File: config.mk
export PLATFORM = sky130hd
export DESIGN_NAME = key_sw_input_pio
export DESIGN_NICKNAME = d
export VERILOG_FILES = /design/src/rtl/key_sw_input_pio.sv
export SDC_FILE = /design/constraint.sdc
export NUM_CORES = 1
export LEC_CHECK = 0
export CORE_ASPECT_RATIO = 1.4
export CORE_MARGIN = 1.5
export CORE_UTILIZATION = 44
export DETAILED_ROUTE_END_ITERATION = 8
export GPL_TIMING_DRIVEN = 0
export HOLD_SLACK_MARGIN = 0.08
export PLACE_DENSITY = 0.66
export REMOVE_ABC_BUFFERS = 1
export SLEW_MARGIN = 20
export SYNTH_ARGS = -nofsm -noshare
export SYNTH_HDL_FRONTEND = slang
export SYNTH_SLANG_ARGS = --single-unit
File: constraint.sdc
create_clock -name clk -period 8 [get_ports clk]
set_input_delay 1.6 -clock clk [delete_from_list [all_inputs] [get_ports clk]]
set_output_delay 1.6 -clock clk [all_outputs]
set_load 0.05 [all_outputs]
File: src/rtl/key_sw_input_pio.sv
// Memory-mapped input port for four push-buttons and eighteen slide switches.
// Every input is synchronised and debounced on a slow sample tick. Key presses
// and any switch movement are latched as edge flags that can raise an interrupt.
// The processor sees four registers: data, a reserved word, irqmask and edge (W1C).
module key_sw_input_pio #(
  parameter int unsigned TICK_CYCLES  = 50000,
  parameter int unsigned STABLE_TICKS = 4
) (
  input  logic        clk,
  input  logic        reset,
  input  logic [3:0]  key_n,
  input  logic [17:0] sw,
  input  logic        chipselect,
  input  logic [1:0]  address,
  input  logic        read,
  input  logic        write,
  input  logic [31:0] writedata,
  output logic [31:0] readdata,
  output logic        irq
);

  localparam int NB = 22;
  localparam int PW = $clog2(TICK_CYCLES);

  localparam logic [1:0] ADDR_DATA = 2'd0;
  localparam logic [1:0] ADDR_RSVD = 2'd1;
  localparam logic [1:0] ADDR_MASK = 2'd2;
  localparam logic [1:0] ADDR_EDGE = 2'd3;

  // Keys are inverted so a pressed key reads as 1.
  logic [NB-1:0] raw_in;
  assign raw_in = {sw, ~key_n};

  logic [NB-1:0]      sync1_q, sync_q;
  logic [PW-1:0]      pre_q, pre_d;
  logic               tick;
  logic [NB-1:0]      db_q, db_d;
  logic [NB-1:0][3:0] cnt_q, cnt_d;
  logic               primed_q, primed_d;
  logic [NB-1:0]      edge_q, edge_d;
  logic [NB-1:0]      new_edge;
  logic [NB-1:0]      mask_q, mask_d;
  logic [31:0]        readdata_q, readdata_d;
  logic               irq_q, irq_d;

  // Bits 31:22 of writedata have no register behind them.
  logic unused_wdata_bits;
  assign unused_wdata_bits = ^writedata[31:NB];

  // Terminal count of the free-running prescaler marks a sample tick.
  assign tick  = (pre_q == PW'(TICK_CYCLES - 1));
  assign pre_d = tick ? '0 : pre_q + PW'(1);

  // Debounce: a bit must differ from its accepted level for STABLE_TICKS
  // consecutive ticks before the new level is taken; any agreeing sample
  // (a bounce back) restarts the count. The first tick after reset just
  // copies the synchronised inputs so power-up levels produce no edges.
  always_comb begin
    // NOTE: every output of this block gets a default first so that no path
    // leaves a signal unassigned, which would otherwise infer a latch.
    db_d     = db_q;
    cnt_d    = cnt_q;
    primed_d = primed_q;
    if (tick) begin
      if (!primed_q) begin
        db_d     = sync_q;
        cnt_d    = '0;
        primed_d = 1'b1;
      end else begin
        for (int i = 0; i < NB; i++) begin
          if (sync_q[i] == db_q[i]) begin
            cnt_d[i] = 4'd0;
          end else if (cnt_q[i] + 4'd1 == 4'(STABLE_TICKS)) begin
            db_d[i]  = sync_q[i];
            cnt_d[i] = 4'd0;
          end else begin
            cnt_d[i] = cnt_q[i] + 4'd1;
          end
        end
      end
    end
  end

  // Keys flag only a press (0->1); switches flag movement in either direction.
  always_comb begin
    logic [NB-1:0] rise, change;
    rise     = db_d & ~db_q;
    change   = db_d ^ db_q;
    new_edge = primed_q ? {change[NB-1:4], rise[3:0]} : '0;
  end

  // Register file update: W1C edge clear loses to a simultaneous new edge,
  // irq is computed from next state so it tracks the registered edge/mask.
  always_comb begin
    logic [NB-1:0] clr;
    logic [31:0]   rd_mux;
    clr    = (chipselect && write && address == ADDR_EDGE) ? writedata[NB-1:0] : '0;
    edge_d = (edge_q & ~clr) | new_edge;
    mask_d = (chipselect && write && address == ADDR_MASK) ? writedata[NB-1:0] : mask_q;
    irq_d  = |(edge_d & mask_d);
    unique case (address)
      ADDR_DATA: rd_mux = {{(32-NB){1'b0}}, db_q};
      ADDR_RSVD: rd_mux = 32'd0;
      ADDR_MASK: rd_mux = {{(32-NB){1'b0}}, mask_q};
      ADDR_EDGE: rd_mux = {{(32-NB){1'b0}}, edge_q};
      default:   rd_mux = 32'd0;
    endcase
    readdata_d = (chipselect && read) ? rd_mux : readdata_q;
  end

  // All state, including the synchroniser, clears asynchronously on reset.
  always_ff @(posedge clk or posedge reset) begin
    // NOTE: sequential state uses non-blocking assignments so every flop
    // samples pre-edge values regardless of statement order.
    if (reset) begin
      sync1_q    <= '0;
      sync_q     <= '0;
      pre_q      <= '0;
      db_q       <= '0;
      cnt_q      <= '0;
      primed_q   <= 1'b0;
      edge_q     <= '0;
      mask_q     <= '0;
      readdata_q <= '0;
      irq_q      <= 1'b0;
    end else begin
      sync1_q    <= raw_in;
      sync_q     <= sync1_q;
      pre_q      <= pre_d;
      db_q       <= db_d;
      cnt_q      <= cnt_d;
      primed_q   <= primed_d;
      edge_q     <= edge_d;
      mask_q     <= mask_d;
      readdata_q <= readdata_d;
      irq_q      <= irq_d;
    end
  end

  assign readdata = readdata_q;
  assign irq      = irq_q;

endmodule

==> impl_summary.txt <==
----------------------------------------------------
[Run status]
  Run status ... complete, no violations

[Cells and area]
  Antenna Cells ... 0
  Commonest cells after routing, fill and taps aside ... 237 x sky130_fd_sc_hd__dfrtp_1, 208 x sky130_fd_sc_hd__nand2_1, 111 x sky130_fd_sc_hd__o21ai_0
  Most common cell after layout, fill and taps aside ... sky130_fd_sc_hd__dfrtp_1
  Final design utilization ... 0.524
  Layout cell share with drive strength beyond 1 ... 0.0903
  Synthesis-to-finish area growth ... 17.9%
  Total number of nets in the final design ... 1316

[Die]
  Floorplan die area ... 27300 um2
  Starting Density ... 0.444
  Top Ports ... 94
  Core footprint ... ~26000 um2
  Die Wd ... about 140 um
  Die Height ... slightly below 200 um
  Row cnt ... 70

[Global route]
  Total congestion overflow after global routing ... 0
  Number of antenna violations at the first check in global routing ... 0
  Overall track demand over capacity in global routing ... 0.196
  Wire length of the first global-routing pass ... roughly 43000 um
  Largest net degree at the start of global routing ... 94
  Via count of the first global-routing pass ... roughly 8.6k

[Logic synthesis]
  Syn_area_per_cell ... ~10 um2
  Part of the Yosys area used for sequential elements ... 0.515
  Count of flip-flops with a built-in enable after synthesis ... 0
  Number of different library cells in the post-synthesis netlist ... 62
  Number of flip-flops and latches in the synthesized netlist ... about 240
  Primary flip-flop cell chosen by synthesis mapping ... sky130_fd_sc_hd__dfrtp_1
  Number of instances in the synthesized netlist ... around 1.1k
  Fraction of registers with async set or reset after synthesis ... 1.00
  Cell area after synthesis ... 11600 um2
  Count of yosys warnings during synthesis ... 0

[Placement]
  Final weighted congestion in routability-driven placement ... 0.756
  Port Buf Inserts ... 73
  Post-detail-place hpwl ... approximately 17000 um
  Setup WS pre-CTS ... between 2000 and 3000 ps

[Clock tree]
  Post-cts gate resize count ... 0
  TritonCTS clock tree ... done
  Latest clock arrival within the worst-skew pair ... 550 ps
  Buffer count from post-CTS setup fixing ... 0
  Number of clock sinks ... around 240
  Maximum level of the CTS H-tree ... 1
  Count of hold buffers inserted by post-cts repair ... 0
  Clock-pin transition on the worst setup and hold timing paths ... 60 ps
  Clock buffer count from CTS ... 25
  Clk Tree Root Cell ... sky130_fd_sc_hd__clkbuf_16
  Largest buffer count on any clock path ... 3

[STA]
  Transition time of the tightest slew-check pin ... ~1100 ps
  Count of final max-slew check failures ... 0
  Final sum of negative setup slack ... 0 ps
  Clock period minus final worst setup slack ... approximately 4700 ps
  Final Hold Slack ... between 300 and 400 ps
  Setup repair after global routing missed its margin ... no
  Final hold violations ... 0
  Fmax achieved ... ~210 MHz
  Relative slew slack ... 0.238
  Count of endpoints failing setup in the final report ... 0
  Period utilization ... 0.585
  Worst setup slack after layout ... roughly 3300 ps
  Fin Clk Skew ... ~16 ps

[Critical path]
  Maximum net fanout on the critical path ... 22
  Kind of launch point of the worst setup path ... primary input
  Arrival time at the worst endpoint ... approximately 5100 ps
  Critical Path RT ... roughly 8400 ps
  Critical path start-end classification ... in2reg
  CP endpoint kind ... flop

[Power]
  Internal ... ~0.0022 W
  Power after layout ... just under 0.003 W
  Combinational fraction of design power ... 0.106
  Peak supply drop ... ~0.15 mV
  Proportion of power drawn by the clock network ... 0.442
  Net load switching power ... 0.000729 W
  Switching share of power ... 0.251
  Power density of the placed cells ... between 200 and 250 nW/um2
  Leakage dissipation ... between 6 and 7 nW
  Sequential cell fraction of total power ... 0.452

[Drt]
  Average detailed-routed wire length per instance ... ~17 um
  Vias after detailed routing ... around 8.4k
  Antenna viol nets, final ... 0
  WL final ... between 20000 and 30000 um
  First-pass detailed-route iteration total ... 5
  Total DRC errors in the routed layout ... 0
  DR vias/cell ... approximately 5.4
  Drt initial violations ... between 400 and 500

[Flow run]
  Max capacitance violation total ... 0

[Worst hold path]
  Class of the tightest hold or removal check ... reg2reg

----------------------------------------------------
layout make-up:
class / count / area (um2)
Multi-Input combinational cell: 842 / 5350
Clock inverter: 15 / 234
Timing Repair Buffer: 86 / 946
Clock buffer: 31 / 668
Inverter: 17 / 71.3
Tap cell: 324 / 405
Fill cell: 2298 / 12400
Sequential cell: 238 / 5960
flip-flops by register name, indices dropped and copies added, names as in the netlist:
signal / count
cnt_q: 88
db_q: 22
edge_q: 22
mask_q: 22
readdata: 22
sync1_q: 22
sync_q: 22
pre_q: 16
irq: 1
primed_q: 1
stage by stage:
step / area (um2) / cells
2_1_floorplan: 11300 / 1097
3_3_place_gp: 12500 / 1494
3_5_place_dp: 12700 / 1507
4_1_cts: 13600 / 1553
5_1_grt: 13600 / 1553
6_report: 13600 / 1553
synth_stat cells (all sizes together), types with 3 or more instances:
| cell | n | area, um2 |
|---|---|---|
| a21boi | 10 | 75.1 |
| a21o | 5 | 37.5 |
| a21oi | 45 | 225 |
| a22o | 11 | 96.3 |
| a22oi | 5 | 37.5 |
| a32o | 9 | 90.1 |
| a32oi | 4 | 35.0 |
| a41oi | 5 | 43.8 |
| and2 | 13 | 81.3 |
| and3b | 7 | 61.3 |
| buf | 24 | 158 |
| clkbuf | 24 | 90.1 |
| dfrtp | 238 | 5960 |
| ha | 45 | 563 |
| inv | 17 | 63.8 |
| mux2 | 42 | 473 |
| mux2i | 24 | 240 |
| nand2 | 209 | 785 |
| nand2b | 22 | 138 |
| nand3 | 53 | 265 |
| nand3b | 7 | 52.6 |
| nor2 | 55 | 206 |
| nor3 | 8 | 40.0 |
| nor3b | 8 | 60.1 |
| nor4 | 3 | 48.8 |
| nor4b | 7 | 61.3 |
| o2111ai | 5 | 43.8 |
| o21ai | 123 | 616 |
| o31ai | 7 | 52.6 |
| or3 | 4 | 30.0 |
| xnor2 | 16 | 140 |
| xor2 | 51 | 447 |
power by group through the flow:
stage	clock network (W)	logic, W	registers (W)
floorplan	0	0.000127	0.00139
global placement	0	0.000302	0.00133
detailed placement	0	0.000312	0.00134
CTS	0.00131	0.000313	0.00132
global route	0.00136	0.000335	0.00132
finish	0.00128	0.000308	0.00132
worst max-delay path, stage by stage:
cell and delay, ps:
sky130_fd_sc_hd__buf_2 420, sky130_fd_sc_hd__buf_16 230, sky130_fd_sc_hd__nand4b_2 890, sky130_fd_sc_hd__mux2_2 640, sky130_fd_sc_hd__a21boi_0 180, sky130_fd_sc_hd__a2111oi_0 410
sky130_fd_sc_hd__o2111ai_1 190, sky130_fd_sc_hd__or4_1 460
routing by layer:
metal / wire, um / share of wire / track usage / vias to the layer above
li1: - / - / - / 4107
met1: 11000 / 0.43 / 0.241 / 4110
met2: 13200 / 0.51 / 0.355 / 140
met3: 838 / 0.032 / 0.0232 / 43
met4: 777 / 0.030 / 0.0682 / 0
met5: 0 / 0 / 0 / -
worst paths after layout:
kind,slack [ps],cells after the start,endpoint,startpoint
max,3320,8,irq,address[1]
min,350,0,sync_q[18],sync1_q[18]
max reg2reg,4760,9,irq,pre_q[5]
min reg2reg,350,0,sync_q[18],sync1_q[18]
max in group asynchronous,5290,4,sync1_q[5],reset
min in group asynchronous,1480,2,sync1_q[6],reset
cells by family after synthesis:
| logic type | Yosys count | share of synthesized area |
|---|---|---|
| AOI/OAI and AO/OA | 241 | 0.125 |
| xor gates and xnor gates | 67 | 0.0508 |
| adders and majority gates | 45 | 0.0487 |
| and+or+nand+nor | 413 | 0.171 |
| DFF | 238 | 0.515 |
| buffers and inverters | 65 | 0.0270 |
| other | 1 | 0.000324 |
| muxes | 66 | 0.0617 |
Note: power is estimated with default switching activity, not from simulation.
